`src/rtl/uart_prog_loader_pkg.sv`:
```
// Shared constants for the UART program loader: sync byte, FSM encodings and
// the running-checksum helper.
package uart_prog_loader_pkg;

    localparam logic [7:0] SYNC_BYTE = 8'hA5;

    localparam logic [1:0] L_IDLE  = 2'd0;
    localparam logic [1:0] L_LOAD  = 2'd1;
    localparam logic [1:0] L_CHECK = 2'd2;

    localparam logic [1:0] R_IDLE  = 2'd0;
    localparam logic [1:0] R_START = 2'd1;
    localparam logic [1:0] R_DATA  = 2'd2;
    localparam logic [1:0] R_STOP  = 2'd3;

    // Image checksum is the plain byte sum modulo 256.
    function automatic logic [7:0] sum_add(input logic [7:0] acc, input logic [7:0] data);
        return acc + data;
    endfunction

endpackage

```
`src/rtl/uart_prog_loader_uart_rx.sv`:
```
// 8N1 UART receiver: 2-FF synchroniser, mid-bit sampling, one-cycle byte_valid
// or frame_err pulse per received frame.
import uart_prog_loader_pkg::*;

module uart_rx #(
    parameter int CLKS_PER_BIT = 10
) (
    input  logic       clk,
    input  logic       reset,
    input  logic       rx,
    output logic       byte_valid,
    output logic [7:0] rx_byte,
    output logic       frame_err
);

    localparam int CNT_W = $clog2(CLKS_PER_BIT + 1);
    localparam logic [CNT_W-1:0] BIT_LAST_C  = CNT_W'(CLKS_PER_BIT - 1);
    localparam logic [CNT_W-1:0] HALF_LAST_C = CNT_W'(CLKS_PER_BIT / 2 - 1);

    logic             rx_meta_r;
    logic             rx_sync_r;
    logic             rx_prev_r;
    logic [1:0]       state_r;
    logic [CNT_W-1:0] cnt_r;
    logic [2:0]       bit_idx_r;
    logic [7:0]       shift_r;
    logic             byte_valid_r;
    logic             frame_err_r;

    // Synchronise rx and keep the previous synchronised value for edge detection.
    always_ff @(posedge clk) begin
        if (reset) begin
            rx_meta_r <= 1'b1;
            rx_sync_r <= 1'b1;
            rx_prev_r <= 1'b1;
        end else begin
            rx_meta_r <= rx;
            rx_sync_r <= rx_meta_r;
            rx_prev_r <= rx_sync_r;
        end
    end

    // Frame FSM: the start bit is re-checked at half a bit so short glitches are dropped.
    always_ff @(posedge clk) begin
        if (reset) begin
            state_r      <= R_IDLE;
            cnt_r        <= '0;
            bit_idx_r    <= 3'd0;
            shift_r      <= 8'h00;
            byte_valid_r <= 1'b0;
            frame_err_r  <= 1'b0;
        end else begin
            byte_valid_r <= 1'b0;
            frame_err_r  <= 1'b0;
            case (state_r)
                R_IDLE: begin
                    cnt_r <= '0;
                    if (rx_prev_r && !rx_sync_r) begin
                        state_r <= R_START;
                    end
                end
                R_START: begin
                    if (cnt_r == HALF_LAST_C) begin
                        cnt_r     <= '0;
                        bit_idx_r <= 3'd0;
                        state_r   <= rx_sync_r ? R_IDLE : R_DATA;
                    end else begin
                        cnt_r <= cnt_r + 1'b1;
                    end
                end
                R_DATA: begin
                    if (cnt_r == BIT_LAST_C) begin
                        cnt_r     <= '0;
                        shift_r   <= {rx_sync_r, shift_r[7:1]};
                        bit_idx_r <= bit_idx_r + 3'd1;
                        if (bit_idx_r == 3'd7) begin
                            state_r <= R_STOP;
                        end
                    end else begin
                        cnt_r <= cnt_r + 1'b1;
                    end
                end
                R_STOP: begin
                    if (cnt_r == BIT_LAST_C) begin
                        cnt_r        <= '0;
                        byte_valid_r <= rx_sync_r;
                        frame_err_r  <= !rx_sync_r;
                        state_r      <= R_IDLE;
                    end else begin
                        cnt_r <= cnt_r + 1'b1;
                    end
                end
                default: state_r <= R_IDLE;
            endcase
        end
    end

    assign byte_valid = byte_valid_r;
    assign rx_byte    = shift_r;
    assign frame_err  = frame_err_r;

endmodule

```
`src/rtl/uart_prog_loader.sv`:
```
// Loads a checksummed SAP-1 program image from UART into the CPU RAM, holding
// the CPU in reset until the image verifies.
import uart_prog_loader_pkg::*;

module uart_prog_loader #(
    parameter int CLK_HZ       = 16000000,
    parameter int BAUD         = 115200,
    parameter int RAM_DEPTH    = 16,
    parameter int ADDR_W       = 4,
    parameter int TIMEOUT_BITS = 20
) (
    input  logic              clk,
    input  logic              reset,
    input  logic              rx,
    output logic              ram_we,
    output logic [ADDR_W-1:0] ram_addr,
    output logic [7:0]        ram_wdata,
    output logic              cpu_reset,
    output logic              busy,
    output logic              done,
    output logic              err
);

    localparam int CLKS_PER_BIT = CLK_HZ / BAUD;
    localparam logic [ADDR_W:0]         LAST_IDX_C  = (ADDR_W + 1)'(RAM_DEPTH - 1);
    localparam logic [TIMEOUT_BITS-1:0] TIMER_MAX_C = {TIMEOUT_BITS{1'b1}};

    logic                    byte_valid_s;
    logic [7:0]              rx_byte_s;
    logic                    frame_err_s;

    logic [1:0]              state_r;
    logic [ADDR_W:0]         count_r;
    logic [7:0]              sum_r;
    logic [TIMEOUT_BITS-1:0] timer_r;
    logic                    ram_we_r;
    logic [ADDR_W-1:0]       ram_addr_r;
    logic [7:0]              ram_wdata_r;
    logic                    cpu_reset_r;
    logic                    busy_r;
    logic                    done_r;
    logic                    err_r;

    uart_rx #(
        .CLKS_PER_BIT(CLKS_PER_BIT)
    ) u_rx (
        .clk       (clk),
        .reset     (reset),
        .rx        (rx),
        .byte_valid(byte_valid_s),
        .rx_byte   (rx_byte_s),
        .frame_err (frame_err_s)
    );

    // Loader FSM: a received byte always beats a same-cycle timeout.
    always_ff @(posedge clk) begin
        if (reset) begin
            state_r     <= L_IDLE;
            count_r     <= '0;
            sum_r       <= 8'h00;
            timer_r     <= '0;
            ram_we_r    <= 1'b0;
            ram_addr_r  <= '0;
            ram_wdata_r <= 8'h00;
            cpu_reset_r <= 1'b0;
            busy_r      <= 1'b0;
            done_r      <= 1'b0;
            err_r       <= 1'b0;
        end else begin
            ram_we_r <= 1'b0;
            done_r   <= 1'b0;
            case (state_r)
                L_IDLE: begin
                    if (byte_valid_s && (rx_byte_s == SYNC_BYTE)) begin
                        cpu_reset_r <= 1'b1;
                        busy_r      <= 1'b1;
                        err_r       <= 1'b0;
                        count_r     <= '0;
                        sum_r       <= 8'h00;
                        timer_r     <= '0;
                        state_r     <= L_LOAD;
                    end
                end
                L_LOAD, L_CHECK: begin
                    if (byte_valid_s) begin
                        timer_r <= '0;
                        if (state_r == L_LOAD) begin
                            ram_we_r    <= 1'b1;
                            ram_addr_r  <= count_r[ADDR_W-1:0];
                            ram_wdata_r <= rx_byte_s;
                            sum_r       <= sum_add(sum_r, rx_byte_s);
                            count_r     <= count_r + 1'b1;
                            if (count_r == LAST_IDX_C) begin
                                state_r <= L_CHECK;
                            end
                        end else begin
                            busy_r  <= 1'b0;
                            state_r <= L_IDLE;
                            if (rx_byte_s == sum_r) begin
                                cpu_reset_r <= 1'b0;
                                done_r      <= 1'b1;
                            end else begin
                                err_r <= 1'b1;
                            end
                        end
                    end else if (frame_err_s || (timer_r == TIMER_MAX_C)) begin
                        err_r   <= 1'b1;
                        busy_r  <= 1'b0;
                        state_r <= L_IDLE;
                    end else begin
                        timer_r <= timer_r + 1'b1;
                    end
                end
                default: state_r <= L_IDLE;
            endcase
        end
    end

    assign ram_we    = ram_we_r;
    assign ram_addr  = ram_addr_r;
    assign ram_wdata = ram_wdata_r;
    assign cpu_reset = cpu_reset_r;
    assign busy      = busy_r;
    assign done      = done_r;
    assign err       = err_r;

endmodule
```
`config.mk`:
```
export PLATFORM = sky130hd
export DESIGN_NAME = uart_prog_loader
export DESIGN_NICKNAME = d
export VERILOG_FILES = /design/src/rtl/uart_prog_loader_pkg.sv /design/src/rtl/uart_prog_loader_uart_rx.sv /design/src/rtl/uart_prog_loader.sv
export SDC_FILE = /design/constraint.sdc
export NUM_CORES = 1
export LEC_CHECK = 0
export BUFFER_PORTS_ARGS = -buffer_cell sky130_fd_sc_hd__buf_2
export CAP_MARGIN = 40
export CORE_ASPECT_RATIO = 1.4
export CORE_MARGIN = 2
export CORE_UTILIZATION = 45
export DETAILED_ROUTE_END_ITERATION = 6
export GPL_TIMING_DRIVEN = 0
export HOLD_SLACK_MARGIN = 0.03
export PLACE_DENSITY = 0.6
export SYNTH_ARGS = -nofsm -noshare
export SYNTH_HDL_FRONTEND = slang
export SYNTH_SLANG_ARGS = --single-unit
export TNS_END_PERCENT = 10
```
`constraint.sdc`:
```
create_clock -name clk -period 3 [get_ports clk]
set_input_delay 0.15 -clock clk [delete_from_list [all_inputs] [get_ports clk]]
set_output_delay 0.15 -clock clk [all_outputs]
set_load 0.005 [all_outputs]
```
==> metrics.md <==
| Metric | Value |
|---|---|
| Status | `completed` |
| Register bit total from synthesis | `78` |
| Number of port buffers | `18` |
| Number of I/O pins | `20` |
| PwrDens | `525.4 nW/µm²` |
| Clock Power Share | `46.5%` |
| Crit path max-delay family | `simple AND/OR/NAND/NOR gates` |
| Critical setup path kind | `flip-flop to flip-flop` |
| Slew margin rel. | `60.29%` |
| Worst Setup End Kind | `flip-flop` |
| CTS tree | `done` |
| Gr usage total | `20.46%` |
| Root Buffer | `clkbuf_16` |
| CP arrival | `slightly below 3000 ps` |
| Top cells by count, synth | `78 x dfxtp_1, 56 x nand2_1, 44 x nor2_1` |
| Worst Tran Pin Value | `between 500 and 600 ps` |
| Worst min path class | `primary input to flip-flop` |
| Final Setup Violations | `0` |
| DR WL/cell | `14.90 µm` |
| Seq/Total Area, Yosys | `about two fifths` |
| Row count | `39` |
| CTS sink cnt | `a little under 80` |
| Top cells by area, synth | `dfxtp_1 41%, ha_1 7.5%, nand2_1 5.5%` |
| Yosys top cell area share | `between 40% and 50%` |
| Number of flops mapped to enable cells by yosys | `0` |
| H-tree levels | `3` |
| Max_cap viols | `0` |
| Antenna viol nets, final | `0` |
| Synth unique cells | `56` |
| Synth Flop Type | `dfxtp_1` |
| DP Wirelength | `6.392 mm` |
| Worst Hold Slack | `about 410 ps` |
| Initial Util | `a little under half` |
| Critical-path cell list | `inv_1 > ha_1 > clkinv_1 > nor2_1 > nand4_1 > a31oi_2 > o21ai_0 > o31ai_1` |
| Post-synth top area cell | `dfxtp_1` |
| Placeable Area | `8247 µm²` |
| Final period utilization | `approximately 90%` |
| GPL Wtd Cong | `between 0.8 and 0.9` |
| Depth of the most critical reg-to-reg path | `8` |
| Share of post-route cells with drive strength above 1 | `around a tenth` |
| Slowest stage cell, crit path | `nor2_1` |
| Ys async rst share | `0%` |
| Syn nets | `480` |
| R2R setup slack | `300 ps` |
| Number of global-route vias before repair | `about 3,100` |
| Worst Hold Depth | `4` |
| Pin count of the biggest net entering global routing | `13` |
| Initial antenna violation count | `0` |
| Die Span X | `82.07 µm` |
| Post-Syn Area | `between 3000 and 4000 µm²` |
| DRC | `0` |
| 1st-pass router iterations | `4` |
| Clock skew | `just over 6 ps` |
| Min Clock Period, post-route | `between 2000 and 3000 ps` |
| First-pass GRT wire length | `14.69 mm` |
| # nets final | `between 500 and 600` |
| Filler Cells Inserted | `roughly 800` |
| CP Max Fanout | `9` |
| Cell count after synthesis | `453` |
| Worst Min Path Start | `reset` |
| Vias | `~3,300` |
| ANT cells | `0` |
| Clock-pin slew on the worst setup and hold paths | `~60 ps` |
| Max clock buf depth | `2` |
| Die extent in y | `around 110 µm` |
| CP required | `roughly 3300 ps` |
| Switching pwr | `approximately 0.54 mW` |
| Worst R2R End | `timer_r[9]` |
| Pins Over Slew Limit | `0` |
| Clk_lat worst skew | `about 330 ps` |
| Max frequency | `around 0.37 GHz` |
| Switching share of power | `23.42%` |
| RSZ-0062 raised after global routing | `no` |
| DRT Wirelength | `slightly below 9 mm` |
| Num CTS Buffers | `9` |
| Syn_area_per_cell | `approximately 8.5 µm²` |
| Final hold violations | `0` |
| Leakage Power | `roughly 1.7 nW` |
| Area grow syn2layout | `13.82%` |
| WHS Endpoint | `timer_r[1]` |
| Worst IR Drop VDD | `roughly 340 µV` |
| Logic pwr share | `7.4%` |
| Die area | `between 9000 and 10,000 µm²` |
| Most common cell in the netlist | `dfxtp_1` |
| Post-DR vias/cell | `about 5.6` |
| Worst path buffer plus inverter count | `2` |
| Synth warnings | `0` |
| Max stage delay on crit path | `510 ps` |
| Reg power frac | `a little under half` |
| Worst r2r src | `state_r[0]` |
| Setup bufs post-CTS | `0` |
| Setup crit start kind | `flip-flop` |
| Remaining Overflow, GRT | `0` |
| Final setup TNS | `0 ps` |
| DRT iter0 DRCs | `111` |
| Internal power | `1.758 mW` |
-- tightest hold or removal path: stages --
cell,delay (ps)
clkbuf_1,250
a31oi_2,150
nand2_1,90
o21ai_1,50
-- metrics by stage --
stage	total power, mW	instances	utilization [%]	setup WS [ps]	cell area, µm²
finish	2.296	590	53.00	304.5	4370
global route	2.380	590	53.00	16.86	4370
CTS	2.319	590	52.92	123.9	4364
detailed placement	1.249	574	49.29	134.7	4065
global placement	1.247	573	49.20	136.5	4058
floorplan	1.198	453	-	856.9	3840
-- state kept, by name, indices dropped and copies added (netlist names), 2 cells and up, named ones only --
name,count
timer_r,20
ram_wdata,8
sum_r,8
u_rx.cnt_r,8
u_rx.rx_byte,8
count_r,5
ram_addr,4
u_rx.bit_idx_r,3
state_r,2
-- timing repair --
item	4_1_cts	5_1_grt
resized for setup	0	1
endpoints found under the hold margin	1	0
hold buffers	1	0
endpoints found under the setup margin	0	8
-- cell families (layout without fill, tap and decap cells) --
kind of cell,Yosys count,count (layout),synth area share (%)
simple gates,187,187,24.05
compound gates,105,105,17.66
flops,78,78,40.66
buf+inv,34,69,3.487
fa+ha+maj,24,24,8.016
mux,13,13,3.389
xor+xnor,12,12,2.737
-- cell usage in the layout, fill, tap and decap left out, drive strengths merged, types with 13 or more instances in the layout --
cell type / instances
nand3: 23
nor2: 44
o21ai: 22
buf: 27
inv: 15
ha: 23
mux2i: 13
nand2: 56
a21oi: 40
clkbuf: 20
dfxtp: 78
-- worst max-delay path by stage --
stage,from,depth (start not counted),end
floorplan,timer_r[0],7,busy
global placement,state_r[0],8,timer_r[13]
detailed placement,state_r[0],8,timer_r[9]
CTS,state_r[0],8,timer_r[13]
global route,state_r[0],8,timer_r[9]
finish,state_r[0],8,timer_r[9]
-- power groups by stage --
stage / sequential [mW] / clock (mW) / combinational [mW]
floorplan: 1.08 / 0 / 0.119
global route: 1.06 / 1.13 / 0.190
global placement: 1.08 / 0 / 0.165
CTS: 1.06 / 1.09 / 0.169
finish: 1.06 / 1.07 / 0.170
detailed placement: 1.08 / 0 / 0.168
-- area by class of cell --
class	instances	area, µm²	area share, %
flip-flops and latches	78	1562	35.73
clock buffers	10	239.0	5.468
plain buffers	18	73.82	1.689
repair buffers	20	107.6	2.462
well taps	102	127.6	2.920
clock inverters	5	50.05	1.145
multi-input cells	341	2151	49.21
inverters	16	60.06	1.374
-- routing by layer --
metal  part of all wire [%]  global-route usage, %  vias to the layer above
met2                     51                  34.80                       51
li1                       -                      -                     1677
met1                     44                  24.43                     1565
met5                      0                      0                        -
met4                    1.7                  8.889                        0
met3                    3.2                  4.147                       12
Power figures use the tool's default switching activity.
